==> src/rtl/or18_pkg.sv <==
`default_nettype none
// ============================================================================
// Module      : or18_pkg
// Description : Shared definitions for the 18-bit OR unit operand loader.
//               Holds the default operand/beat widths, the loader state
//               encoding and a helper that sizes the beat counter.
// Revision    : 1.0 - initial release
// ============================================================================
package or18_pkg;

    // Default operand width of the OR stage and the input beat width.
    localparam int OR_DATA_W = 18;
    localparam int OR_BEAT_W = 6;

    // Loader states: collect operand A, collect operand B, hold the pair.
    typedef enum logic [1:0] {
        LOAD_A = 2'd0,
        LOAD_B = 2'd1,
        HOLD   = 2'd2
    } state_e;

    // Width of a counter that indexes BEATS beats. Never returns zero, so a
    // single-beat operand still gets a legal 1-bit counter.
    function automatic int cnt_width(input int beats);
        return (beats > 1) ? $clog2(beats) : 1;
    endfunction

endpackage : or18_pkg
`default_nettype wire

==> src/rtl/or18_operand_loader_deser.sv <==
`default_nettype none
// ============================================================================
// Module      : or18_operand_loader_deser
// Description : Beat deserializer for one operand. Each enabled beat is
//               stored in the slot selected by the shared beat counter.
//               word_o is the staged operand with the incoming beat already
//               merged in while load_i is high, so the owner can capture a
//               complete operand on the same edge as its final beat.
// Ports       : clk, rst_n   - clock, asynchronous active-low reset
//               clear_i      - synchronous discard of all staged beats
//               load_i       - a beat for this operand transfers this cycle
//               cnt_i        - slot index of the beat (LS beat first)
//               beat_i       - beat data
//               word_o       - staged operand (with bypass of beat_i)
//               last_beat_o  - cnt_i addresses the most-significant slot
// Revision    : 1.0 - initial release
// ============================================================================
module or18_operand_loader_deser
    import or18_pkg::*;
#(
    parameter int DATA_W = OR_DATA_W,
    parameter int BEAT_W = OR_BEAT_W,
    parameter int CNT_W  = 2
) (
    input  logic              clk,
    input  logic              rst_n,
    input  logic              clear_i,
    input  logic              load_i,
    input  logic [CNT_W-1:0]  cnt_i,
    input  logic [BEAT_W-1:0] beat_i,
    output logic [DATA_W-1:0] word_o,
    output logic              last_beat_o
);

    localparam int BEATS = DATA_W / BEAT_W;

    logic [BEAT_W-1:0] beat_q [BEATS];

    always_ff @(posedge clk or negedge rst_n) begin
        if (!rst_n) begin
            for (int i = 0; i < BEATS; i++) begin
                beat_q[i] <= '0;
            end
        end else if (clear_i) begin
            for (int i = 0; i < BEATS; i++) begin
                beat_q[i] <= '0;
            end
        end else if (load_i) begin
            for (int i = 0; i < BEATS; i++) begin
                if (cnt_i == CNT_W'(i)) begin
                    beat_q[i] <= beat_i;
                end
            end
        end
    end

    // Merge the in-flight beat into its slot so the final beat does not
    // need an extra cycle to land before the operand is captured.
    for (genvar gi = 0; gi < BEATS; gi++) begin : g_word
        assign word_o[gi*BEAT_W +: BEAT_W] =
            (load_i && (cnt_i == CNT_W'(gi))) ? beat_i : beat_q[gi];
    end

    assign last_beat_o = (cnt_i == CNT_W'(BEATS - 1));

endmodule : or18_operand_loader_deser
`default_nettype wire

==> src/rtl/or18_operand_loader.sv <==
`default_nettype none
// ============================================================================
// Module      : or18_operand_loader
// Description : Upstream stage of the 18-bit OR unit. Assembles operand A and
//               then operand B from LS-first beats (valid/ready), presents
//               the pair as registered outputs (valid/ready) and reopens the
//               input only after the pair has been consumed.
// Ports       : clk, rst_n          - clock, asynchronous active-low reset
//               clear               - synchronous abort of load and held pair
//               in_data/valid/ready - beat input handshake
//               a, b                - operand pair to the OR stage
//               out_valid/out_ready - pair output handshake
//               busy                - a pair is partially loaded or held
// Revision    : 1.0 - initial release
// ============================================================================
module or18_operand_loader
    import or18_pkg::*;
#(
    parameter int DATA_W = OR_DATA_W,
    parameter int BEAT_W = OR_BEAT_W
) (
    input  logic              clk,
    input  logic              rst_n,
    input  logic              clear,
    input  logic [BEAT_W-1:0] in_data,
    input  logic              in_valid,
    output logic              in_ready,
    output logic [DATA_W-1:0] a,
    output logic [DATA_W-1:0] b,
    output logic              out_valid,
    input  logic              out_ready,
    output logic              busy
);

    localparam int BEATS = DATA_W / BEAT_W;
    localparam int CNT_W = cnt_width(BEATS);

    // Operands must split into whole beats.
    if ((BEAT_W < 1) || (DATA_W % BEAT_W != 0)) begin : g_bad_width
        $fatal(1, "or18_operand_loader: DATA_W must be a multiple of BEAT_W");
    end

    state_e             state_q, state_d;
    logic [CNT_W-1:0]   cnt_q, cnt_d;
    logic [DATA_W-1:0]  a_q, a_d;
    logic [DATA_W-1:0]  b_q, b_d;
    logic               out_valid_q, out_valid_d;

    logic               w_xfer;
    logic               w_load_a;
    logic               w_load_b;
    logic               w_last_a;
    logic               w_last_b;
    logic               w_last;
    logic [DATA_W-1:0]  w_word_a;
    logic [DATA_W-1:0]  w_word_b;

    assign in_ready = (state_q != HOLD);
    assign w_xfer   = in_valid & in_ready;

    // A beat presented together with clear is dropped, so clear gates the
    // staging writes as well as the state update.
    assign w_load_a = w_xfer & ~clear & (state_q == LOAD_A);
    assign w_load_b = w_xfer & ~clear & (state_q == LOAD_B);

    or18_operand_loader_deser #(
        .DATA_W (DATA_W),
        .BEAT_W (BEAT_W),
        .CNT_W  (CNT_W)
    ) u_deser_a (
        .clk         (clk),
        .rst_n       (rst_n),
        .clear_i     (clear),
        .load_i      (w_load_a),
        .cnt_i       (cnt_q),
        .beat_i      (in_data),
        .word_o      (w_word_a),
        .last_beat_o (w_last_a)
    );

    or18_operand_loader_deser #(
        .DATA_W (DATA_W),
        .BEAT_W (BEAT_W),
        .CNT_W  (CNT_W)
    ) u_deser_b (
        .clk         (clk),
        .rst_n       (rst_n),
        .clear_i     (clear),
        .load_i      (w_load_b),
        .cnt_i       (cnt_q),
        .beat_i      (in_data),
        .word_o      (w_word_b),
        .last_beat_o (w_last_b)
    );

    assign w_last = (state_q == LOAD_A) ? w_last_a : w_last_b;

    // ------------------------------------------------------------------
    // State and datapath registers
    // ------------------------------------------------------------------
    always_ff @(posedge clk or negedge rst_n) begin
        if (!rst_n) begin
            state_q     <= LOAD_A;
            cnt_q       <= '0;
            a_q         <= '0;
            b_q         <= '0;
            out_valid_q <= 1'b0;
        end else begin
            state_q     <= state_d;
            cnt_q       <= cnt_d;
            a_q         <= a_d;
            b_q         <= b_d;
            out_valid_q <= out_valid_d;
        end
    end

    // ------------------------------------------------------------------
    // Next-state logic
    // ------------------------------------------------------------------
    always_comb begin
        state_d     = state_q;
        cnt_d       = cnt_q;
        a_d         = a_q;
        b_d         = b_q;
        out_valid_d = out_valid_q;

        unique case (state_q)
            LOAD_A: begin
                if (w_xfer) begin
                    if (w_last) begin
                        cnt_d   = '0;
                        state_d = LOAD_B;
                    end else begin
                        cnt_d = cnt_q + CNT_W'(1);
                    end
                end
            end
            LOAD_B: begin
                if (w_xfer) begin
                    if (w_last) begin
                        // Operand A is complete in its staging register;
                        // operand B still needs the beat arriving now.
                        cnt_d       = '0;
                        a_d         = w_word_a;
                        b_d         = w_word_b;
                        out_valid_d = 1'b1;
                        state_d     = HOLD;
                    end else begin
                        cnt_d = cnt_q + CNT_W'(1);
                    end
                end
            end
            HOLD: begin
                if (out_ready) begin
                    out_valid_d = 1'b0;
                    state_d     = LOAD_A;
                end
            end
            default: begin
                cnt_d       = '0;
                out_valid_d = 1'b0;
                state_d     = LOAD_A;
            end
        endcase

        // Abort overrides every other event; the last delivered pair stays
        // visible on a/b.
        if (clear) begin
            state_d     = LOAD_A;
            cnt_d       = '0;
            out_valid_d = 1'b0;
            a_d         = a_q;
            b_d         = b_q;
        end
    end

    assign a         = a_q;
    assign b         = b_q;
    assign out_valid = out_valid_q;
    assign busy      = (cnt_q != '0) | (state_q != LOAD_A);

endmodule : or18_operand_loader
`default_nettype wire

==> config.mk <==
export PLATFORM = sky130hd
export DESIGN_NAME = or18_operand_loader
export DESIGN_NICKNAME = d
export VERILOG_FILES = /design/src/rtl/or18_pkg.sv /design/src/rtl/or18_operand_loader_deser.sv /design/src/rtl/or18_operand_loader.sv
export SDC_FILE = /design/constraint.sdc
export NUM_CORES = 1
export LEC_CHECK = 0
export ABC_CLOCK_PERIOD_IN_PS = 1500
export BUFFER_PORTS_ARGS = -buffer_cell sky130_fd_sc_hd__buf_2
export CORE_MARGIN = 8
export CORE_UTILIZATION = 45
export DETAILED_ROUTE_END_ITERATION = 16
export GPL_TIMING_DRIVEN = 0
export PLACE_DENSITY = 0.69
export REMOVE_ABC_BUFFERS = 1
export SLEW_MARGIN = 10
export SYNTH_ARGS = -nofsm -noshare
export SYNTH_HDL_FRONTEND = slang
export SYNTH_SLANG_ARGS = --single-unit
==> constraint.sdc <==
create_clock -name clk -period 1.5 [get_ports clk]
set_input_delay 0.075 -clock clk [delete_from_list [all_inputs] [get_ports clk]]
set_output_delay 0.075 -clock clk [all_outputs]
set_load 0.05 [all_outputs]
==> impl_metrics.json, run 1 <==
{
  "leakage_nw": 2.00,
  "syn_area_per_cell_um2": 12.3,
  "reg2reg_slack_ns": -0.05,
  "synthCells": 239,
  "cap_violations": 0,
  "vias": 2182,
  "drcViolationCount": 0,
  "antenna_found_initial": 0,
  "clk_path_buf_depth": 2,
  "setup_ws_ns": -0.0702,
  "peakVddDrop_uv": 569,
  "yosys_register_bits": 71,
  "drt_iter0_markers": 198,
  "start_kind": "register",
  "synth_edf_count": 0,
  "reg2reg_from": "state_q[1]",
  "slew_viol_final": 0,
  "synthTopCellsByArea": "dfrtp_1 (60%), mux2_1 (11%), o21ai_0 (2.9%)",
  "numPortBuffers": 49,
  "path_max_fanout": 5,
  "synthFlopType": "dfrtp_1",
  "clock-sinks": 71,
  "critical_path_class": "register to primary output",
  "dp_cells": 347,
  "syn_to_final_growth_pct": 30.3,
  "max_freq_mhz": 637,
  "cp.arrival_ns": 1.50,
  "vias_per_cell": 5.64,
  "period_minus_slack_ns": 1.57,
  "r2r_end": "u_deser_a.beat_q[1]",
  "grt_pass1_vias": 2198,
  "hold_path_class": "input port to register",
  "final_hold_viol_count": 0,
  "clock_skew_ns": 0.00621,
  "numCtsBuffers": 9,
  "cts_root_buf": "clkbuf_8",
  "crit_start": "state_q[0]",
  "num-fill-cells": 471,
  "row_count": 29,
  "design.core.area_um2": 6350,
  "yosysMostFrequentCell": "dfrtp_1",
  "dieArea_um2": 9410,
  "final_cells": 387,
  "die-width_um": 97.0,
  "endpoint_kind": "primary output",
  "multi_input_area_um2": 1290,
  "power_density_nw_per_um2": 947,
  "finalSetupViolations": 36,
  "num-nets-final": 316,
  "r2r_cells": 4,
  "track_usage_pct": 15.0,
  "drive_gt1_share_pct": 40.3,
  "ys_types": 37,
  "diodes": 0,
  "yosysWarnings": 0,
  "fin_crit_sh_pct": 105,
  "rsz0062_at_grt": "yes",
  "syn-cell-area_um2": 2950,
  "final_util_pct": 60.6,
  "place.gp.congestion": 0.802,
  "die_h_um": 97.0,
  "crit_required_ns": 1.42,
  "grt-ovfl-total": 0,
  "antenna_left": 0,
  "path_clk_slew_ns": 0.07,
  "initial_utilization_pct": 46.5,
  "place_hpwl_um": 4270,
  "htreeDepth": 3,
  "outcome": "finished, violations left",
  "grt_pass1_wl_um": 11500,
  "violations": "setup timing",
  "first_pass_iters": 4,
  "grt_max_degree": 39,
  "cts_tree": "built",
  "async_reset_ff_share_pct": 100,
  "clkLatencyLatePin_ns": 0.34,
  "regArea_um2": 1780,
  "wl_per_cell_um": 18.7,
  "crit_end": "busy",
  "ios": 50,
  "netlist.area_leader.share_pct": 60.2,
  "seq_area_frac_synth_pct": 60.2,
  "relSlewSlack_pct": 50.9,
  "synth_common_cells": "dfrtp_1 (71), mux2_1 (29), nand2_1 (21), o21ai_0 (17), nand3_1 (12)",
  "worstMarginPinSlew_ns": 0.736,
  "yosys.area.top_type": "dfrtp_1",
  "drt-total-wl_um": 7250
}
[worst max-delay path, stage by stage, from the launching register on]
cell	delay, ns
dfrtp_2	0.43
or4_4	0.55
buf_6	0.17
[area by class of cell]
cell class / count / area share [%]
clock buffers: 13 / 4.13
flip-flops and latches: 71 / 46.3
clock inverters: 3 / 0.456
inverters: 2 / 0.195
repair buffers: 71 / 12.8
multi-input cells: 150 / 33.6
well taps: 77 / 2.51
[stage by stage]
stage	instance area, µm²	power [mW]	hold WS [ns]	setup TNS [ns]	setup slack, ns
final	3840	3.64	0.0314	-0.858	-0.0702
after global routing	3840	3.77	0.0323	-2.78	-0.119
after CTS	3630	3.65	0.0178	-0.511	-0.0769
after detailed placement	3220	2.22	0.0557	-37.50	-1.15
after global placement	3190	2.21	0.278	-35.81	-1.09
after floorplan	2850	2.10	-0.221	-18.63	-0.600
[kinds of logic after synthesis]
logic type | count (synthesis) | synth area share (%)
simple gates | 55 | 10.5
flops | 71 | 60.2
buf+inv | 21 | 3.65
mux | 37 | 13.8
xor+xnor | 1 | 0.297
compound gates | 54 | 11.6
[state kept, by name, indices dropped and copies added, names as in the netlist]
| signal | cells |
|---|---|
| u_deser_a.beat_q | 18 |
| a | 18 |
| out_valid | 1 |
| cnt_q | 2 |
| b | 18 |
| u_deser_b.beat_q | 12 |
| state_q | 2 |
[where the power goes]
| part | total, mW | switching, mW | internal (mW) |
|---|---|---|---|
| combinational | 0.300 | 0.194 | 0.106 |
| clock | 1.38 | 0.697 | 0.687 |
| sequential | 1.96 | 0.0196 | 1.94 |
[cell usage in the layout, fill, tap and decap left out, types with 4 or more instances in the layout]
master / instances
o21ai_0: 12
nand2_8: 4
dfrtp_1: 67
o21ai_1: 5
o211ai_1: 6
a21oi_1: 8
buf_12: 4
o21ai_2: 7
nand2_1: 21
buf_4: 11
nand3_1: 12
mux2_1: 7
buf_2: 47
clkbuf_8: 11
dfrtp_2: 4
mux2i_1: 7
mux2_4: 22
a22o_1: 6
o311ai_1: 5
dlygate4sd3_1: 7
nand2b_1: 4
[worst min path at each step]
stage / start / end / cells past startpoint
floorplan: rst_n / a[0] / 0
global placement: out_ready / state_q[1] / 2
detailed placement: rst_n / u_deser_b.beat_q[6] / 1
CTS: in_data[5] / b[17] / 3
global route: in_data[5] / b[17] / 3
finish: in_data[5] / b[17] / 3
[routing by layer]
layer / track usage (%) / wire (µm)
met1: 19.2 / 3210
met2: 22.4 / 3450
met3: 4.05 / 415
met4: 8.28 / 168
met5: 0 / 0
[repair_timing]
item	in CTS	in global routing
hold buffers	7	0
pin swaps	4	7
gates cloned	1	2
setup endpoints to repair	56	53
endpoints found under the hold margin	39	0
gates resized for setup	23	37
setup buffers	10	4
Note: power is estimated with default switching activity, not from simulation.
==> inputs of run 2 (changes only) <==
--- a/config.mk
+++ b/config.mk
@@ -5,8 +5,10 @@
 export SDC_FILE = /design/constraint.sdc
 export NUM_CORES = 1
 export LEC_CHECK = 0
+export ABC_AREA = 1
 export ABC_CLOCK_PERIOD_IN_PS = 1500
 export BUFFER_PORTS_ARGS = -buffer_cell sky130_fd_sc_hd__buf_2
+export CAP_MARGIN = 20
 export CORE_MARGIN = 8
 export CORE_UTILIZATION = 45
 export DETAILED_ROUTE_END_ITERATION = 16
==> run 2 against run 1 <==
The run now ends clean. Final cell count is 31% higher. Sequential power is 2% higher. Global-route usage is 1.1 points higher. Routed wire length is 2.0% higher. Largest power group unchanged. Highest routed layer unchanged.
==> impl_metrics.json, run 2 <==
{
  "yosys.area.top_type": "dfrtp_1",
  "period_minus_slack_ns": 1.46,
  "seq_area_frac_synth_pct": 58.4,
  "path_max_fanout": 5,
  "clkLatencyLatePin_ns": 0.34,
  "regArea_um2": 1780,
  "antenna_found_initial": 0,
  "relSlewSlack_pct": 68.2,
  "cp.arrival_ns": 1.38,
  "outcome": "completed",
  "peakVddDrop_uv": 607,
  "cts_root_buf": "clkbuf_8",
  "wl_per_cell_um": 14.5,
  "crit_start": "cnt_q[1]",
  "reg2reg_from": "cnt_q[0]",
  "diodes": 0,
  "drcViolationCount": 0,
  "dpl_cell_area_um2": 3320,
  "yosysMostFrequentCell": "nand2_1",
  "yosysWarnings": 0,
  "final_cell_mix": "nand2_1 (154), dfrtp_1 (69), buf_2 (47)",
  "path_clk_slew_ns": 0.07,
  "synthTopCellsByArea": "dfrtp_1 (58%), nand2_1 (19%), inv_1 (4.0%)",
  "endpoint_kind": "primary output",
  "synth_edf_count": 0,
  "async_reset_ff_share_pct": 100,
  "r2r_end": "u_deser_a.beat_q[7]",
  "die-width_um": 98.2,
  "critical_path_class": "register to primary output",
  "die_h_um": 98.2,
  "synth_common_cells": "nand2_1 (154), dfrtp_1 (71), inv_1 (32), nor2_1 (19), o21ai_0 (19)",
  "multi_input_area_um2": 1140,
  "crit_required_ns": 1.42,
  "synthFlopType": "dfrtp_1",
  "final_hold_viol_count": 0,
  "clock-sinks": 71,
  "reg2reg_slack_ns": 0.09,
  "clk_path_buf_depth": 2,
  "yosys_register_bits": 71,
  "power_density_nw_per_um2": 1020,
  "clock_skew_ns": 0.00460,
  "cts_tree": "built",
  "r2r_cells": 5,
  "row_count": 30,
  "num-fill-cells": 636,
  "final_common_cell": "nand2_1",
  "dieArea_um2": 9640,
  "slew_viol_final": 0,
  "design_area_um2": 3730,
  "ios": 50,
  "crit_end": "busy",
  "whs_ns": 0.0448,
  "start_kind": "register",
  "finalSetupViolations": 0,
  "initial_utilization_pct": 45.5,
  "netlist.area_leader.share_pct": 58.4,
  "leakage_nw": 2.15,
  "numPortBuffers": 49,
  "first_pass_iters": 5,
  "grt_pass1_vias": 2611,
  "dp_cells": 474,
  "drt-total-wl_um": 7390,
  "numCtsBuffers": 9,
  "htreeDepth": 3,
  "syn-cell-area_um2": 3040,
  "vias_per_cell": 4.95,
  "grt_max_degree": 46,
  "grt-ovfl-total": 0,
  "cap_violations": 0,
  "num-nets-final": 434,
  "place_hpwl_um": 4610,
  "drt_iter0_markers": 143,
  "synthCells": 358,
  "vias": 2517,
  "syn_to_final_growth_pct": 22.8,
  "max_freq_mhz": 686,
  "antenna_left": 0,
  "syn_area_per_cell_um2": 8.49,
  "grt_pass1_wl_um": 12600,
  "ys_types": 20,
  "place.gp.congestion": 0.886,
  "fin_crit_sh_pct": 97.2,
  "worstMarginPinSlew_ns": 0.477,
  "track_usage_pct": 16.1,
  "drive_gt1_share_pct": 23.6,
  "design.core.area_um2": 6680,
  "final_cells": 508,
  "hold_path_class": "input port to register"
}
run 2: cell count changes in the layout (fill, tap and decap cells not counted), sizes merged, moves of 7 or more:
cell,previous run,this run
nor2,2,26
nand2,25,156
mux2i,7,0
inv,2,33
mux2,30,0
nand4,0,16
run 2: critical path: stages, from the launching register on:
cell and delay [ns]:
dfrtp_2 0.42, buf_4 0.15, nor2_4 0.15, nand3_1 0.11, buf_4 0.21
run 2: kinds of logic (layout without fill, tap and decap cells):
family / Yosys count / count (layout) / synth area share, %
flip-flops: 71 / 71 / 58.4
buffers and inverters: 48 / 116 / 7.24
AND/OR/NAND/NOR: 209 / 211 / 29.3
AO/OA/AOI/OAI: 30 / 30 / 5.06
run 2: timing repair:
action | CTS | global route
cloned | 1 | 1
buffers inserted | 10 | 3
hold endpoints to repair | 29 | 0
resized for setup | 11 | 15
setup endpoints to repair | 63 | 56
pin swaps | 4 | 5
hold buffers | 3 | 0
run 2: layout make-up:
| class | instances | area share [%] |
|---|---|---|
| sequential | 71 | 47.7 |
| inverter | 34 | 3.65 |
| tap | 80 | 2.68 |
| clock buffer | 12 | 3.62 |
| multi-input combinational | 241 | 30.6 |
| clock inverter | 4 | 0.603 |
| timing repair buffer | 66 | 11.2 |
run 2: layer usage:
layer / wire [µm] / part of all wire (%) / GRT usage (%)
met5: 0 / 0 / 0
met4: 132 / 1.8 / 7.79
met3: 326 / 4.4 / 3.34
met2: 3610 / 49 / 26.2
met1: 3320 / 45 / 19.9
run 2: through the flow:
step / utilization, % / setup WS (ns) / TNS [ns] / power (mW)
finish: 55.9 / 0.0425 / 0 / 3.80
global route: 55.9 / -0.0146 / -0.0525 / 3.95
CTS: 54.4 / 0.0189 / 0 / 3.78
detailed placement: 49.7 / -0.509 / -24.10 / 2.43
global placement: 49.3 / -0.473 / -22.41 / 2.41
floorplan: - / -0.0774 / -2.75 / 2.27
run 2: where the power goes:
part / internal [mW] / total (mW) / switching [mW]
registers: 1.97 / 2.00 / 0.0346
logic: 0.146 / 0.503 / 0.357
clock network: 0.594 / 1.29 / 0.697
total: 2.71 / 3.80 / 1.09
run 2: worst min-delay path by stage:
stage                                endpoint  startpoint  slack (ns)  cells after the start
after floorplan                          a[0]       rst_n       -0.22                      0
after detailed placement  u_deser_a.beat_q[3]       rst_n        0.02                      1
after global routing                    b[16]  in_data[4]        0.04                      3
after global placement                  b[17]  in_data[5]        0.32                      3
after CTS                 u_deser_b.beat_q[6]  in_data[0]        0.03                      3
final                                   b[13]  in_data[1]        0.04                      3
